## src/rtl/txrxsync_arb_if.sv

```systemverilog
// Bundle between core-side requesters, the txrxsync transmit port and txrxsync_arb.
// The slave modport is the arbiter's view; master is the requester/txrxsync side.
interface txrxsync_arb_if #(
    parameter int unsigned NREQ   = 4,
    parameter int unsigned DATA_W = 8
);
    logic [NREQ-1:0]        req;
    logic [NREQ*DATA_W-1:0] req_data;
    logic [NREQ-1:0]        ack;
    logic [NREQ-1:0]        err;
    logic                   busy;
    logic [2:0]             grant_id;
    logic [DATA_W-1:0]      sdata;
    logic                   vi;
    logic                   snt;

    modport master (
        output req, req_data, snt,
        input  ack, err, busy, grant_id, sdata, vi
    );

    modport slave (
        input  req, req_data, snt,
        output ack, err, busy, grant_id, sdata, vi
    );
endinterface

```

## src/rtl/txrxsync_arb.sv

```systemverilog
// Round-robin arbiter sharing one txrxsync transmit port among NREQ requesters.
// Issues the winner's word with a one-cycle vi, waits for snt (or timeout), reports ack/err.
module txrxsync_arb #(
    parameter int unsigned NREQ    = 4,
    parameter int unsigned DATA_W  = 8,
    parameter int unsigned TIMEOUT = 32
) (
    input  logic           clk_tx,
    input  logic           reset,
    txrxsync_arb_if.slave  bus
);
    localparam int unsigned TW = (TIMEOUT > 2) ? $clog2(TIMEOUT) : 1;

    typedef enum logic [1:0] {IDLE, ISSUE, WAIT, DONE} state_t;

    state_t              state, state_n;
    logic [2:0]          ptr, ptr_n;
    logic [2:0]          grant, grant_n;
    logic [TW-1:0]       timer, timer_n;
    logic [DATA_W-1:0]   sdata, sdata_n;
    logic                vi, vi_n;
    logic                busy, busy_n;
    logic [NREQ-1:0]     ack, ack_n;
    logic [NREQ-1:0]     err, err_n;

    logic                found;
    logic [2:0]          win;
    logic [2*NREQ-1:0]   dbl;
    logic [NREQ-1:0]     rot;
    logic [NREQ-1:0]     sh;

    // Rotate req so the pointer position sits at bit 0, then take the lowest set bit.
    always_comb begin
        found = 1'b0;
        win   = '0;
        dbl   = {bus.req, bus.req} >> ptr;
        rot   = dbl[NREQ-1:0];
        sh    = '0;
        for (int unsigned j = 0; j < NREQ; j++) begin
            sh = rot >> j;
            if (!found && sh[0]) begin
                found = 1'b1;
                win   = 3'((32'(ptr) + j) % NREQ);
            end
        end
    end

    always_comb begin
        state_n = state;
        ptr_n   = ptr;
        grant_n = grant;
        timer_n = timer;
        sdata_n = sdata;
        ack_n   = '0;
        err_n   = '0;

        case (state)
            IDLE: begin
                if (found) begin
                    grant_n = win;
                    sdata_n = DATA_W'(bus.req_data >> (32'(win) * DATA_W));
                    state_n = ISSUE;
                end
            end
            ISSUE: begin
                timer_n = '0;
                state_n = WAIT;
            end
            WAIT: begin
                if (bus.snt) begin
                    ack_n   = NREQ'(1) << grant;
                    state_n = DONE;
                end else if (timer == TW'(TIMEOUT - 1)) begin
                    err_n   = NREQ'(1) << grant;
                    state_n = DONE;
                end else begin
                    timer_n = timer + 1'b1;
                end
            end
            DONE: begin
                ptr_n   = 3'((32'(grant) + 1) % NREQ);
                state_n = IDLE;
            end
            default: state_n = IDLE;
        endcase

        // Outputs are registered against the state being entered, so they line up with it.
        vi_n   = (state_n == ISSUE);
        busy_n = (state_n != IDLE);
    end

    always_ff @(posedge clk_tx) begin
        if (reset) begin
            state <= IDLE;
            ptr   <= '0;
            grant <= '0;
            timer <= '0;
            sdata <= '0;
            vi    <= 1'b0;
            busy  <= 1'b0;
            ack   <= '0;
            err   <= '0;
        end else begin
            state <= state_n;
            ptr   <= ptr_n;
            grant <= grant_n;
            timer <= timer_n;
            sdata <= sdata_n;
            vi    <= vi_n;
            busy  <= busy_n;
            ack   <= ack_n;
            err   <= err_n;
        end
    end

    assign bus.ack      = ack;
    assign bus.err      = err;
    assign bus.busy     = busy;
    assign bus.grant_id = grant;
    assign bus.sdata    = sdata;
    assign bus.vi       = vi;
endmodule
```

## src/flat_wrapper.sv

```systemverilog
// flat-port wrapper written by rule: the top's interface ports become plain ports
module txrxsync_arb_flat 
#(
    parameter int unsigned NREQ    = 4,
    parameter int unsigned DATA_W  = 8,
    parameter int unsigned TIMEOUT = 32
)
  (clk_tx, reset, bus_req, bus_req_data, bus_snt, bus_ack, bus_err, bus_busy, bus_grant_id, bus_sdata, bus_vi);
  txrxsync_arb_if #(.NREQ(NREQ), .DATA_W(DATA_W)) bus_i ();
  input  logic clk_tx;
  input  logic reset;
  input wire logic [$bits(bus_i.req)-1:0] bus_req;
  input wire logic [$bits(bus_i.req_data)-1:0] bus_req_data;
  input wire logic [$bits(bus_i.snt)-1:0] bus_snt;
  output wire logic [$bits(bus_i.ack)-1:0] bus_ack;
  output wire logic [$bits(bus_i.err)-1:0] bus_err;
  output wire logic [$bits(bus_i.busy)-1:0] bus_busy;
  output wire logic [$bits(bus_i.grant_id)-1:0] bus_grant_id;
  output wire logic [$bits(bus_i.sdata)-1:0] bus_sdata;
  output wire logic [$bits(bus_i.vi)-1:0] bus_vi;
  assign bus_i.req = bus_req;
  assign bus_i.req_data = bus_req_data;
  assign bus_i.snt = bus_snt;
  assign bus_ack = bus_i.ack;
  assign bus_err = bus_i.err;
  assign bus_busy = bus_i.busy;
  assign bus_grant_id = bus_i.grant_id;
  assign bus_sdata = bus_i.sdata;
  assign bus_vi = bus_i.vi;
  txrxsync_arb #(.NREQ(NREQ), .DATA_W(DATA_W), .TIMEOUT(TIMEOUT)) u_core (.clk_tx(clk_tx), .reset(reset), .bus(bus_i));
endmodule
```

## config.mk

```make
export PLATFORM = sky130hd
export DESIGN_NAME = txrxsync_arb_flat
export DESIGN_NICKNAME = d
export VERILOG_FILES = /design/src/rtl/txrxsync_arb_if.sv /design/src/rtl/txrxsync_arb.sv /design/src/flat_wrapper.sv
export SDC_FILE = /design/constraint.sdc
export NUM_CORES = 1
export LEC_CHECK = 0
export ABC_AREA = 1
export BUFFER_PORTS_ARGS = -buffer_cell sky130_fd_sc_hd__buf_2
export CAP_MARGIN = 20
export CORE_ASPECT_RATIO = 1.5
export CORE_UTILIZATION = 46
export CTS_CLUSTER_DIAMETER = 50
export DETAILED_ROUTE_END_ITERATION = 6
export GPL_ROUTABILITY_DRIVEN = 0
export HOLD_SLACK_MARGIN = 0.1
export PLACE_DENSITY = 0.73
export SLEW_MARGIN = 20
export SYNTH_ARGS = -nofsm -noshare
export SYNTH_HDL_FRONTEND = slang
export SYNTH_SLANG_ARGS = --single-unit
export TNS_END_PERCENT = 20
```

## constraint.sdc

```tcl
create_clock -name clk_tx -period 1.8 [get_ports clk_tx]
set_input_delay 0.27 -clock clk_tx [delete_from_list [all_inputs] [get_ports clk_tx]]
set_output_delay 0.27 -clock clk_tx [all_outputs]
set_load 0.02 [all_outputs]
```

==> metrics.md <==
| Metric | Value |
|---|---|
| Status | `complete, no violations` |
| Synthesized instance count | `294` |
| Site Rows | `29` |
| Register area share after synthesis | `29.1%` |
| Mapped Area | `2000 um^2` |
| Worst Min Path Start | `reset` |
| Area grow syn2layout | `24.6%` |
| Crit path launch type | `flip-flop` |
| Syn_nets | `between 300 and 400` |
| Die Height | `82.7 um` |
| Required @ worst endpoint | `roughly 2 ns` |
| Fill cells | `396` |
| GRT Max-Usage Layer | `met2` |
| Most frequent cell after synthesis | `inv_1` |
| Worst hold-check path type | `input port to flip-flop` |
| Met2 track demand over resource | `40.1%` |
| CP endpoint kind | `flip-flop` |
| Slew Viols, Final | `0` |
| Synthesized area per cell | `6.79 um^2` |
| Seq pwr share | `between 30 and 40%` |
| Antenna Nets Post-Route | `0` |
| Reg2reg path depth | `12` |
| DR DRC count | `0` |
| Starting density of the core | `a little under half` |
| Setup Viol. Count Final | `0` |
| 1st-pass router iterations | `4` |
| Clk slew on worst S/H paths | `roughly 0.06 ns` |
| Lkg Pwr | `roughly 1.4 nW` |
| CTS tree | `built` |
| Hold EP | `u_core.ptr[1]` |
| YS warnings | `0` |
| Skew-Pair Late Insertion Delay | `0.28 ns` |
| CTS Hold Bufs | `0` |
| DRT iter0 DRCs | `34` |
| Post-DR wirelength/cell | `around 11 um` |
| Met1 GRT Util | `19.9%` |
| Io pins | `60` |
| Max cap viols | `0` |
| Synth top area cells | `dfxtp_1, inv_1, nand3_1, ha_1, nor2_1` |
| Largest net degree at the start of global routing | `19` |
| DP Worst Slack | `-0.103 ns` |
| DIE WIDTH | `about 56 um` |
| Clock Power Share | `roughly 18%` |
| Crit path max fanout | `8` |
| Vias in the first global route | `between 1500 and 2000` |
| Worst Hold Slack | `0.344 ns` |
| Clock Skews | `0.00723 ns` |
| Residual overflow from global routing | `0` |
| Psw | `roughly 1.4 mW` |
| Layout cells sized above 1 | `approximately 32%` |
| Commonest cells in the netlist | `inv_1, nand3_1, nor2_1` |
| Top cell type's share of synthesized area | `around 29%` |
| Reg2reg end | `u_core.bus.sdata[1]` |
| Cell taking the most area after synthesis | `dfxtp_1` |
| Internal power | `1.70 mW` |
| RSZ-0062 raised after global routing | `true` |
| Crit path time final | `1.69 ns` |
| Initial antenna violation count | `0` |
| First-pass GRT wire length | `roughly 7400 um` |
| Fin util | `between 50% and 60%` |
| Switch share | `between 40% and 50%` |
| Buffers from clock root to sink, at most | `2` |
| Arrival @ worst endpoint | `about 1.9 ns` |
| Vias | `approximately 2000` |
| Count of input and output buffers | `58` |
| IR drop worst, VDD | `around 1000 uV` |
| Final Power | `3.07 mW` |
| Final nets | `about 400` |
| ANT cells | `0` |
| FF-to-FF Start | `u_core.ptr[0]` |
| Maximum operating frequency | `slightly below 600 MHz` |
| Final period util | `about 94%` |
| Met3 global-route usage | `under 10%` |
| H-Tree Depth | `2` |
| Synth cell types | `28` |
| Post-synth top flop | `dfxtp_1` |
| Via/cell ratio | `just under 5` |
| Post-synth EDFFs | `0` |
| Reg-to-reg slack, setup | `about 0.11 ns` |
| P per Cell Area | `about 1200 nW/um^2` |
| Final hold violation count | `0` |
| Final worst setup slack | `0.110 ns` |
| GRT Overall Usage | `around a fifth` |
| Routed WL | `between 4000 and 5000 um` |
| Core Footprint | `between 4000 and 5000 um^2` |
| Post-detail-place hpwl | `approximately 3500 um` |
| CTS sink cnt | `29` |
| CTS Buf Count | `5` |
| Gate power share | `between 50% and 60%` |
| CTS root buf | `clkbuf_8` |
| Seq cells post-synth | `29` |
| Asr flop ratio synth | `0%` |
| Crit Path Class | `flip-flop to flip-flop` |
| Cells on Worst Hold Path | `2` |
| Die ar. | `~4600 um^2` |
## routing by layer
metal	share of wire, %	vias up	wire length, um
met2	53	68	2380
met3	4.9	15	222
met5	0	-	0
li1	-	1053	-
met1	39	877	1730
met4	3.5	0	157
## sequential cells by signal, indices dropped and copies added (netlist names)
name / flops
u_core.bus.ack: 4
u_core.bus.busy: 1
u_core.bus.err: 4
u_core.bus.grant_id: 2
u_core.bus.sdata: 8
u_core.bus.vi: 1
u_core.ptr: 2
u_core.state: 2
u_core.timer: 5
## through the flow
stage	instances	setup TNS (ns)	cell area [um^2]
after global placement	398	-0.241	2350
after detailed placement	398	-0.635	2350
after global routing	407	-0.0900	2490
final	407	0	2490
after floorplan	294	0	2000
after CTS	405	0	2440
## power groups by stage
stage               combinational, mW  sequential [mW]  clock [mW]
floorplan                        1.01             1.06           0
global placement                 1.51            0.939           0
detailed placement               1.54            0.942           0
CTS                              1.55            0.929       0.547
global route                     1.81            0.956       0.565
finish                           1.60            0.930       0.538
## timing repair
item / in CTS / in global routing
endpoints found under the setup margin: 9 / 15
resized for setup: 2 / 12
gates cloned: 0 / 1
pin swaps: 0 / 4
buffers inserted: 0 / 1
## critical path: stages, from the launching register on
cell and delay [ns]:
dfxtp_4 0.38, inv_8 0.09, nand2_2 0.07, nand3_2 0.08, nand2_2 0.08, a21oi_1 0.18
nand2_2 0.15, nand3_4 0.18, nand2_1 0.07, nand3_1 0.09, nand3_1 0.12, nand2_1 0.08
inv_1 0.03
## final cells by class
cell class                 instances  area, um^2  area share, %
sequential                        29         586           23.5
tap                               46        57.6           2.31
multi-input combinational        187        1110           44.7
clock buffer                       7        86.3           3.47
timing repair buffer              68         373           15.0
inverter                          70         273           11.0
## how the worst max path moves through the flow
stage	startpoint	slack (ns)	end
CTS	u_core.ptr[0]	0.02	u_core.bus.sdata[2]
global placement	u_core.ptr[0]	-0.05	u_core.bus.sdata[3]
global route	u_core.ptr[0]	-0.03	u_core.bus.sdata[7]
detailed placement	u_core.ptr[0]	-0.10	u_core.bus.sdata[2]
floorplan	u_core.timer[0]	0.17	u_core.timer[3]
finish	u_core.ptr[0]	0.11	u_core.bus.sdata[1]
## cell usage in the layout, fill, tap and decap left out, types with 5 or more instances in the layout
cell type | netlist | routed
ha_1 | 11 | 9
nand2_4 | 5 | 5
nor2_1 | 34 | 34
nand4_1 | 19 | 19
nand2_1 | 31 | 31
dfxtp_1 | 29 | 27
nand2_2 | 18 | 18
a21oi_1 | 9 | 8
clkbuf_8 | 0 | 6
nand3_1 | 35 | 35
inv_1 | 67 | 65
buf_4 | 2 | 8
nor3_1 | 6 | 5
buf_2 | 4 | 58
## kinds of logic (layout without fill, tap and decap cells)
kind of cell	after synthesis	count (layout)	synth area share, %
other	1	1	0.188
and+or+nand+nor	154	155	40.9
xor gates and xnor gates	1	1	0.439
adders and majority gates	11	11	6.89
buffers and inverters	79	145	16.8
DFF	29	29	29.1
AOI/OAI and AO/OA	19	19	5.70
Note: power is estimated with default switching activity, not from simulation.
